<file path="config.mk">
export PLATFORM = sky130hd
export DESIGN_NAME = fetch_unit
export DESIGN_NICKNAME = d
export VERILOG_FILES = /design/src/rtl/fetch_unit.sv
export SDC_FILE = /design/constraint.sdc
export NUM_CORES = 1
export LEC_CHECK = 0
export BUFFER_PORTS_ARGS = -buffer_cell sky130_fd_sc_hd__buf_4
export CORE_MARGIN = 2
export CORE_UTILIZATION = 30
export DETAILED_ROUTE_END_ITERATION = 10
export PLACE_DENSITY = 0.5
export SETUP_SLACK_MARGIN = 0.15
export SLEW_MARGIN = 20
export SYNTH_ARGS = -nofsm -noshare
export SYNTH_HDL_FRONTEND = slang
export SYNTH_SLANG_ARGS = --single-unit
</file>
<file path="constraint.sdc">
create_clock -name clk -period 4.39 [get_ports clk]
set_clock_uncertainty 0.2 [all_clocks]
set_input_delay 0.878 -clock clk [delete_from_list [all_inputs] [get_ports clk]]
set_output_delay 0.878 -clock clk [all_outputs]
set_load 0.02 [all_outputs]
</file>
<file path="src/rtl/fetch_unit.sv">
// Instruction-fetch stage: owns the PC, issues credit-limited in-order imem requests and
// buffers responses for decode. Define FETCH_PERF_EN to enable the taken-redirect counter.
module fetch_unit #(
    parameter logic [31:0] RESET_PC   = 32'h0000_0000,
    parameter int          FIFO_DEPTH = 2
) (
    input  logic        clk,
    input  logic        rst,
    input  logic        ex_valid,
    input  logic        do_branch,
    input  logic [31:0] branch_target,
    output logic        imem_req_valid,
    input  logic        imem_req_ready,
    output logic [31:0] imem_req_addr,
    input  logic        imem_rsp_valid,
    input  logic [31:0] imem_rsp_data,
    output logic        out_valid,
    input  logic        out_ready,
    output logic [31:0] out_instr,
    output logic [31:0] out_pc,
    output logic [31:0] redirect_count
);

    localparam int AW = $clog2(FIFO_DEPTH);
    localparam int CW = AW + 1;
    localparam logic [CW:0] CREDITS = (CW+1)'(FIFO_DEPTH);

    // RUN: responses are pushed; DRAIN: wrong-path responses are still owed and get dropped.
    typedef enum logic {
        ST_RUN,
        ST_DRAIN
    } state_t;

    state_t        state;
    logic [31:0]   pc;
    logic [31:0]   rsp_pc;
    logic [CW-1:0] inflight;
    logic [CW-1:0] discard;
    logic [CW-1:0] fifo_count;
    logic [AW-1:0] wr_ptr;
    logic [AW-1:0] rd_ptr;
    logic [31:0]   fifo_instr [FIFO_DEPTH];
    logic [31:0]   fifo_pc    [FIFO_DEPTH];

    logic          redirect;
    logic [31:0]   target_aligned;
    logic [CW:0]   credit_used;
    logic          accept;
    logic          drop;
    logic          push;
    logic          pop;
    logic          fifo_empty;
    logic [CW-1:0] inflight_nxt;
    logic [CW-1:0] discard_nxt;
    logic [CW-1:0] fifo_count_nxt;

    wire unused_target_lsbs = &{1'b0, branch_target[1:0]};

    assign redirect       = ex_valid & do_branch;
    assign target_aligned = {branch_target[31:2], 2'b00};
    assign fifo_empty     = (fifo_count == '0);

    // Every accepted request owns a FIFO slot, so pushes can never overflow.
    assign credit_used    = {1'b0, inflight} + {1'b0, fifo_count};
    assign imem_req_valid = ~rst & ~redirect & (credit_used < CREDITS);
    assign imem_req_addr  = rst ? RESET_PC : pc;
    assign accept         = imem_req_valid & imem_req_ready;

    assign drop = imem_rsp_valid & (redirect | (state == ST_DRAIN));
    assign push = imem_rsp_valid & ~drop;

    assign out_valid = ~rst & ~fifo_empty & ~redirect;
    assign pop       = out_valid & out_ready;
    assign out_instr = (rst | fifo_empty) ? 32'h0 : fifo_instr[rd_ptr];
    assign out_pc    = (rst | fifo_empty) ? 32'h0 : fifo_pc[rd_ptr];

    always_comb begin
        inflight_nxt   = inflight + CW'(accept) - CW'(imem_rsp_valid);
        discard_nxt    = discard;
        fifo_count_nxt = fifo_count + CW'(push) - CW'(pop);
        if (redirect) begin
            // Everything still owed is wrong-path; a response arriving now is dropped directly.
            discard_nxt    = inflight - CW'(imem_rsp_valid);
            fifo_count_nxt = '0;
        end else if (imem_rsp_valid && (discard != '0)) begin
            discard_nxt = discard - CW'(1);
        end
    end

    always_ff @(posedge clk) begin
        if (rst) begin
            state      <= ST_RUN;
            pc         <= RESET_PC;
            rsp_pc     <= RESET_PC;
            inflight   <= '0;
            discard    <= '0;
            fifo_count <= '0;
            wr_ptr     <= '0;
            rd_ptr     <= '0;
        end else begin
            state      <= (discard_nxt != '0) ? ST_DRAIN : ST_RUN;
            inflight   <= inflight_nxt;
            discard    <= discard_nxt;
            fifo_count <= fifo_count_nxt;
            if (redirect) begin
                pc     <= target_aligned;
                rsp_pc <= target_aligned;
                wr_ptr <= '0;
                rd_ptr <= '0;
            end else begin
                if (accept) begin
                    pc <= pc + 32'd4;
                end
                if (push) begin
                    rsp_pc <= rsp_pc + 32'd4;
                    wr_ptr <= wr_ptr + AW'(1);
                end
                if (pop) begin
                    rd_ptr <= rd_ptr + AW'(1);
                end
            end
        end
    end

    always_ff @(posedge clk) begin
        if (push) begin
            fifo_instr[wr_ptr] <= imem_rsp_data;
            fifo_pc[wr_ptr]    <= rsp_pc;
        end
    end

`ifdef FETCH_PERF_EN
    logic [31:0] redirect_cnt;

    always_ff @(posedge clk) begin
        if (rst) begin
            redirect_cnt <= 32'h0;
        end else if (redirect) begin
            redirect_cnt <= redirect_cnt + 32'd1;
        end
    end

    assign redirect_count = redirect_cnt;
`else
    assign redirect_count = 32'h0;
`endif

endmodule

</file>
==> metrics.txt, run 1 <==
Synth warnings 0; final slew viol count 0; GRT Util Overall 14.76%; DP HPWL 16.50 mm; Die Height 177.3 um; Main synth FF type edfxtp_1; flop2flop setup slack 1.53 ns; final core utilization 37.72%; xor/xnor cell area share of the yosys netlist 2.526%; synthesized area 0.009014 mm^2; count of final hold-check violations 0; CP Class flip-flop to output port; Initial Utilization 30.41%; number of max-cap violations 0; vias 6,544; worst-margin pin slew 0.9490 ns; final layout net count 1,027; Top-Level Pins 201; arrival time at the worst endpoint 2.14 ns; Core Region 0.02964 mm^2; fmax 0.3105 GHz; min-delay worst type flip-flop to flip-flop; Clock Root Buffer clkbuf_16; initial antenna violation count 0; clk sinks 194; hold_buf cts 0; most frequent cells after synthesis 124 x edfxtp_1, 80 x nor2_1, 70 x dfxtp_1; status complete, no violations; wire length per cell 17.04 um; main combinational cell family by area after synthesis simple AND/OR/NAND/NOR gates; DR vias/cell 4.847; Die Wd 177.3 um; setup_tns 0 ns; Async SR Flop Fraction 0%; RSZ-0062 raised after global routing false; Critical Path End Type output port; critical path fanouts, max 28; Area Overhead vs Synth 24.01%; VDD IR max 0.0002585 V; first-pass GRT wire length 35.51 mm; Post-Synth Adder-Cell Area 1.333%; Design Power 0.004305 W; setup bufs post-CTS 0; synth top area cells edfxtp_1 41%, dfxtp_1 16%, mux2i_1 7.1%, nor2_1 3.3%, buf_4 3.0%; Worst Path Required 3.31 ns; Post-synth EDFFs 124; DP Worst Slack 1.270 ns; worst skew pair latency 0.43 ns; Remaining DRCs 0; DRT antenna net count 0; Pwr Density 385.1 mW/mm^2; die area 0.03145 mm^2; Final setup viols 0; layout cells sized above 1 23.13%; end of the worst register-to-register path pc[23]$_SDFFE_PP0P_; post-synthesis mux area share 7.107%; RePlAce Congestion 0.7658; Seq/Total Area, Yosys 56.86%; CP endpoint out_instr[30]; top cell type's share of synthesized area 41.31%; Simple-Gate Fraction of Synth Area 17.67%; Unique masters post-synth 53; DRT iter0 DRCs 329; Synth Area in Compound Gates 8.773%; Core Rows 63; cts bufs inserted 17; register bit total from synthesis 194; CTS tree done; gate count after technology mapping 803; clock transition at the registers of the reported paths 0.08 ns; Final WS setup 1.169 ns; Port Buffers 162; ANT cells 0; cts repair resizes 0; GRT overflow 0; drt first pass iters 5; P_leak 4.010 nW; pin count of the biggest net entering global routing 37; depth of the CTS H-tree 4; Reg2Reg Depth 8; area leader, netlist edfxtp_1; vias in the first global route 6,253; syn avg cell area 11.22 um^2; CTS Buffer Depth 2; Min Clock Period, post-route 3.221 ns; reg2reg start fifo_count[0]$_SDFF_PP0_; final period utilization 73.37%; count leader, synth edfxtp_1; Routed WL 23.01 mm; Rel. slew slack 36.67%; CP Launch Type flip-flop
-- final cells by class --
| type | count | area [um^2] |
|---|---|---|
| clock inverter | 15 | 172.7 |
| tap | 390 | 488.0 |
| timing repair buffer | 178 | 1386 |
| inverter | 11 | 41.29 |
| sequential | 194 | 5129 |
| fill | 2939 | 18460 |
| multi-input combinational | 545 | 3536 |
| clock buffer | 17 | 425.4 |
-- layer usage --
layer	global-route usage, %	wire length (um)	share of wire [%]	up-vias
li1	-	-	-	3210
met1	21.12	11170	49	3090
met2	22.91	10190	44	227
met3	3.042	1455	6.3	17
met4	3.415	191	0.83	0
met5	0	0	0	-
-- where the power goes --
part / internal [W] / total (W) / switching, W
clock: 0.000812 / 0.00156 / 0.000744
sequential: 0.00208 / 0.00217 / 0.0000907
combinational: 0.000240 / 0.000579 / 0.000339
-- how the worst min path moves through the flow --
stage                             from  depth (start not counted)                       end  slack [ns]
4_1_cts        rsp_pc[17]$_SDFFE_PP0P_                          0  fifo_pc[0][17]$_DFFE_PP_        0.33
5_1_grt        rsp_pc[17]$_SDFFE_PP0P_                          0  fifo_pc[1][17]$_DFFE_PP_        0.34
2_1_floorplan   rsp_pc[8]$_SDFFE_PP0P_                          0   fifo_pc[0][8]$_DFFE_PP_        0.22
3_5_place_dp   rsp_pc[17]$_SDFFE_PP0P_                          0  fifo_pc[1][17]$_DFFE_PP_        0.31
3_3_place_gp   rsp_pc[17]$_SDFFE_PP0P_                          0  fifo_pc[0][17]$_DFFE_PP_        0.31
6_report       rsp_pc[17]$_SDFFE_PP0P_                          0  fifo_pc[0][17]$_DFFE_PP_        0.32
-- sequential cells by signal, summed over array words and instances, names as in the netlist, named ones only --
name        cells
discard         2
fifo_count      2
fifo_instr     64
fifo_pc        60
inflight        2
pc             30
rd_ptr          1
rsp_pc         30
state           1
wr_ptr          1
-- stage by stage --
stage,cells,hold slack [ns],cell area [um^2]
global route,1350,0.3377,11180
floorplan,838,0.2237,9148
finish,1350,0.3245,11180
detailed placement,1318,0.3142,10580
CTS,1350,0.3276,11180
global placement,1318,0.3062,10580
-- placed cells by master (no fill, tap or decap), drive strengths merged, types with 18 or more instances in the layout --
master  synthesis  routed
nand2          23      23
buf            51     178
nand4          24      24
nor3           18      18
dfxtp          70      70
a21oi          21      21
edfxtp        124     124
nor2           80      80
conb            1      36
a31oi          20      20
o21ai          30      30
mux2i          64      64
nor2b          32      32
nand3          23      23
-- critical path, stage by stage (launching register included) --
cell and delay, ns:
dfxtp_4 0.67, buf_4 0.45, mux2i_1 0.33, nor2_1 0.07
buf_4 0.16
-- logic make-up after synthesis --
logic type	after synthesis
compound gates	122
xor+xnor	26
fa+ha+maj	9
buf+inv	99
flops	194
mux	64
other cells	1
simple gates	288
Power figures use the tool's default switching activity.
==> run 2: changes to the inputs <==
--- a/config.mk
+++ b/config.mk
@@ -9,7 +9,7 @@
 export CORE_MARGIN = 2
 export CORE_UTILIZATION = 30
 export DETAILED_ROUTE_END_ITERATION = 10
-export PLACE_DENSITY = 0.5
+export PLACE_DENSITY = 0.48
 export SETUP_SLACK_MARGIN = 0.15
 export SLEW_MARGIN = 20
 export SYNTH_ARGS = -nofsm -noshare
==> constraint.sdc (replaced) <==
create_clock -name clk -period 3.1 [get_ports clk]
set_clock_uncertainty 0.2 [all_clocks]
set_input_delay 0.62 -clock clk [delete_from_list [all_inputs] [get_ports clk]]
set_output_delay 0.62 -clock clk [all_outputs]
set_load 0.02 [all_outputs]
==> run 2 against run 1 <==
Cell count increased by 0.74%; wire length increased by 2.7%; total power increased by 43%; setup slack got worse by 0.96 ns; die area unchanged; flip-flop and latch count unchanged; first-iteration DRC count increased by 35%; register-to-register slack got worse by 1.2 ns; critical endpoint is now imem_req_valid; largest cell class unchanged; largest power group unchanged.
==> metrics.txt, run 2 (synthesized netlist as in run 1, its figures left out) <==
status complete, no violations; cell family with most CP delay simple AND/OR/NAND/NOR gates; Worst Path Required 2.28 ns (-1.03 ns); DRT antenna net count 0 (unchanged); Clock Root Buffer clkbuf_16; initial antenna violation count 0 (unchanged); Remaining DRCs 0 (unchanged); final slew viol count 0 (unchanged); GRT Util Overall 14.78% (+0.025 points); net switching fraction of the power 27.28% (about the same); fmax 0.3460 GHz; vias in the first global route 6,100 (-2.4%); max reg flops 64 (unchanged); Final setup viols 0 (unchanged); RePlAce Congestion 0.7888 (+3.0%); worst path cell trace and2_1 > fa_1 > nor4_2 > buf_4; Min Clock Period, post-route 2.890 ns; worst skew pair latency 0.44 ns (about the same); Top-Level Pins 201 (unchanged); hold_sp imem_rsp_data[17]; Core Region 0.02964 mm^2 (unchanged); CP Class flip-flop to output port; Pwr Density 543.4 mW/mm^2 (+41%); hold_buf cts 0 (unchanged); Die Height 177.3 um (unchanged); DRT iter0 DRCs 445 (+35%); wire length per cell 17.37 um (+1.9%); min-delay worst type input port to flip-flop; clk sinks 194 (unchanged); DP HPWL 16.57 mm (+0.47%); Die Wd 177.3 um (unchanged); drt first pass iters 5 (unchanged); layout cells sized above 1 24.02% (+0.90 points); P_leak 4.079 nW (+1.7%); Critical Path End Type output port; Rel. slew slack 43.09% (+6.4 points); crit-path max cell delay 0.48 ns (-0.19 ns); Routed WL 23.62 mm (+2.7%); first-pass GRT wire length 35.57 mm (+0.17%); setup_tns 0 ns (unchanged); Hold Path Depth 1 (+1); vias 6,691 (+2.2%); number of max-cap violations 0 (unchanged); Top Registers fifo_instr: 64 flops, fifo_pc: 60 flops; final period utilization 93.24%; VDD IR max 0.0003803 V (+47%); ANT cells 0 (unchanged); pin count of the biggest net entering global routing 63 (+70%); Gate power share 13.7% (+0.3 points); Reg2Reg Depth 7 (-1); clock transition at the registers of the reported paths 0.07 ns (about the same); commonest non-fill, non-tap cells in the layout 181 x buf_4, 124 x edfxtp_1, 79 x nor2_1; arrival time at the worst endpoint 2.07 ns (-0.07 ns); worst path bufs/invs 1 (-1); worst-margin pin slew 0.8459 ns (-0.1031 ns); Area Overhead vs Synth 25.40%; critical path's slowest cell fa_1; Initial Utilization 30.41% (unchanged); GRT overflow 0 (unchanged); Biggest register fifo_instr; Port Buffers 162 (unchanged); worst hold margin 0.1708 ns (-0.1537 ns); CTS tree done; Crit path depth 4 (unchanged); cell internal pwr 0.004466 W (+43%); Core Rows 63 (unchanged); sw power 0.001676 W (+43%); depth of the CTS H-tree 4 (unchanged); reg2reg start fifo_count[0]$_SDFF_PP0_; sequential power share 50.1% (-0.3 points); CP Launch Type flip-flop; count of final hold-check violations 0 (unchanged); Clock power frac 36.2% (about the same); commonest non-fill, non-tap cell in the layout buf_4; critical path fanouts, max 3 (-89%); RSZ-0062 raised after global routing true; Worst setup startpoint fifo_count[0]$_SDFF_PP0_; final layout net count 1,037 (+0.97%); CTS Buffer Depth 2 (unchanged); die area 0.03145 mm^2 (unchanged); DR vias/cell 4.920 (+1.5%); cts bufs inserted 17 (unchanged)
## run 2: cell type report
cell class / count / area (um^2)
clock buffers: 19 / 475.5
clock inverters: 13 / 128.9
fillers: 2958 / 18340
inverters: 11 / 41.29
multi-input cells: 545 / 3542
flip-flops and latches: 194 / 5129
well taps: 390 / 488.0
repair buffers: 188 / 1499
## run 2: per-layer routing
metal | GRT usage [%] | vias up | wire length, um
met5 | 0 | - | 0
met4 | 3.552 | 0 | 284
met3 | 3.278 | 20 | 1626
met2 | 21.68 | 233 | 10140
met1 | 22.01 | 3197 | 11570
li1 | - | 3241 | -
## run 2: path summary, 6_finish.rpt
kind                                       to  slack, ns
hold reg to reg      fifo_pc[0][17]$_DFFE_PP_       0.32
setup / recovery               imem_req_valid       0.21
setup reg to reg          pc[23]$_SDFFE_PP0P_       0.31
hold / removal    fifo_instr[0][17]$_DFFE_PP_       0.17
## run 2: power by group through the flow
| stage | clock, W | sequential, W | combinational (W) |
|---|---|---|---|
| 2_1_floorplan | 0 | 0.00309 | 0.000552 |
| 3_3_place_gp | 0 | 0.00313 | 0.000840 |
| 3_5_place_dp | 0 | 0.00314 | 0.000842 |
| 4_1_cts | 0.00229 | 0.00308 | 0.000850 |
| 5_1_grt | 0.00240 | 0.00310 | 0.000920 |
| 6_report | 0.00222 | 0.00308 | 0.000842 |
## run 2: timing repair
action,in CTS,in global routing
pin swaps,0,1
gates cloned,0,0
endpoints found under the setup margin,1,4
buffers inserted,0,4
resized for setup,1,0
## run 2: through the flow
step	cell area [um^2]	worst slack [ns]	total power (W)	instances	util (%)
after detailed placement	10660	0.2872	0.003978	1324	35.98
final	11300	0.2097	0.006142	1360	38.14
after floorplan	9154	0.3076	0.003638	838	-
after global placement	10660	0.3495	0.003972	1324	35.98
after global routing	11300	0.1239	0.006421	1360	38.14
after CTS	11270	0.2063	0.006216	1356	38.04
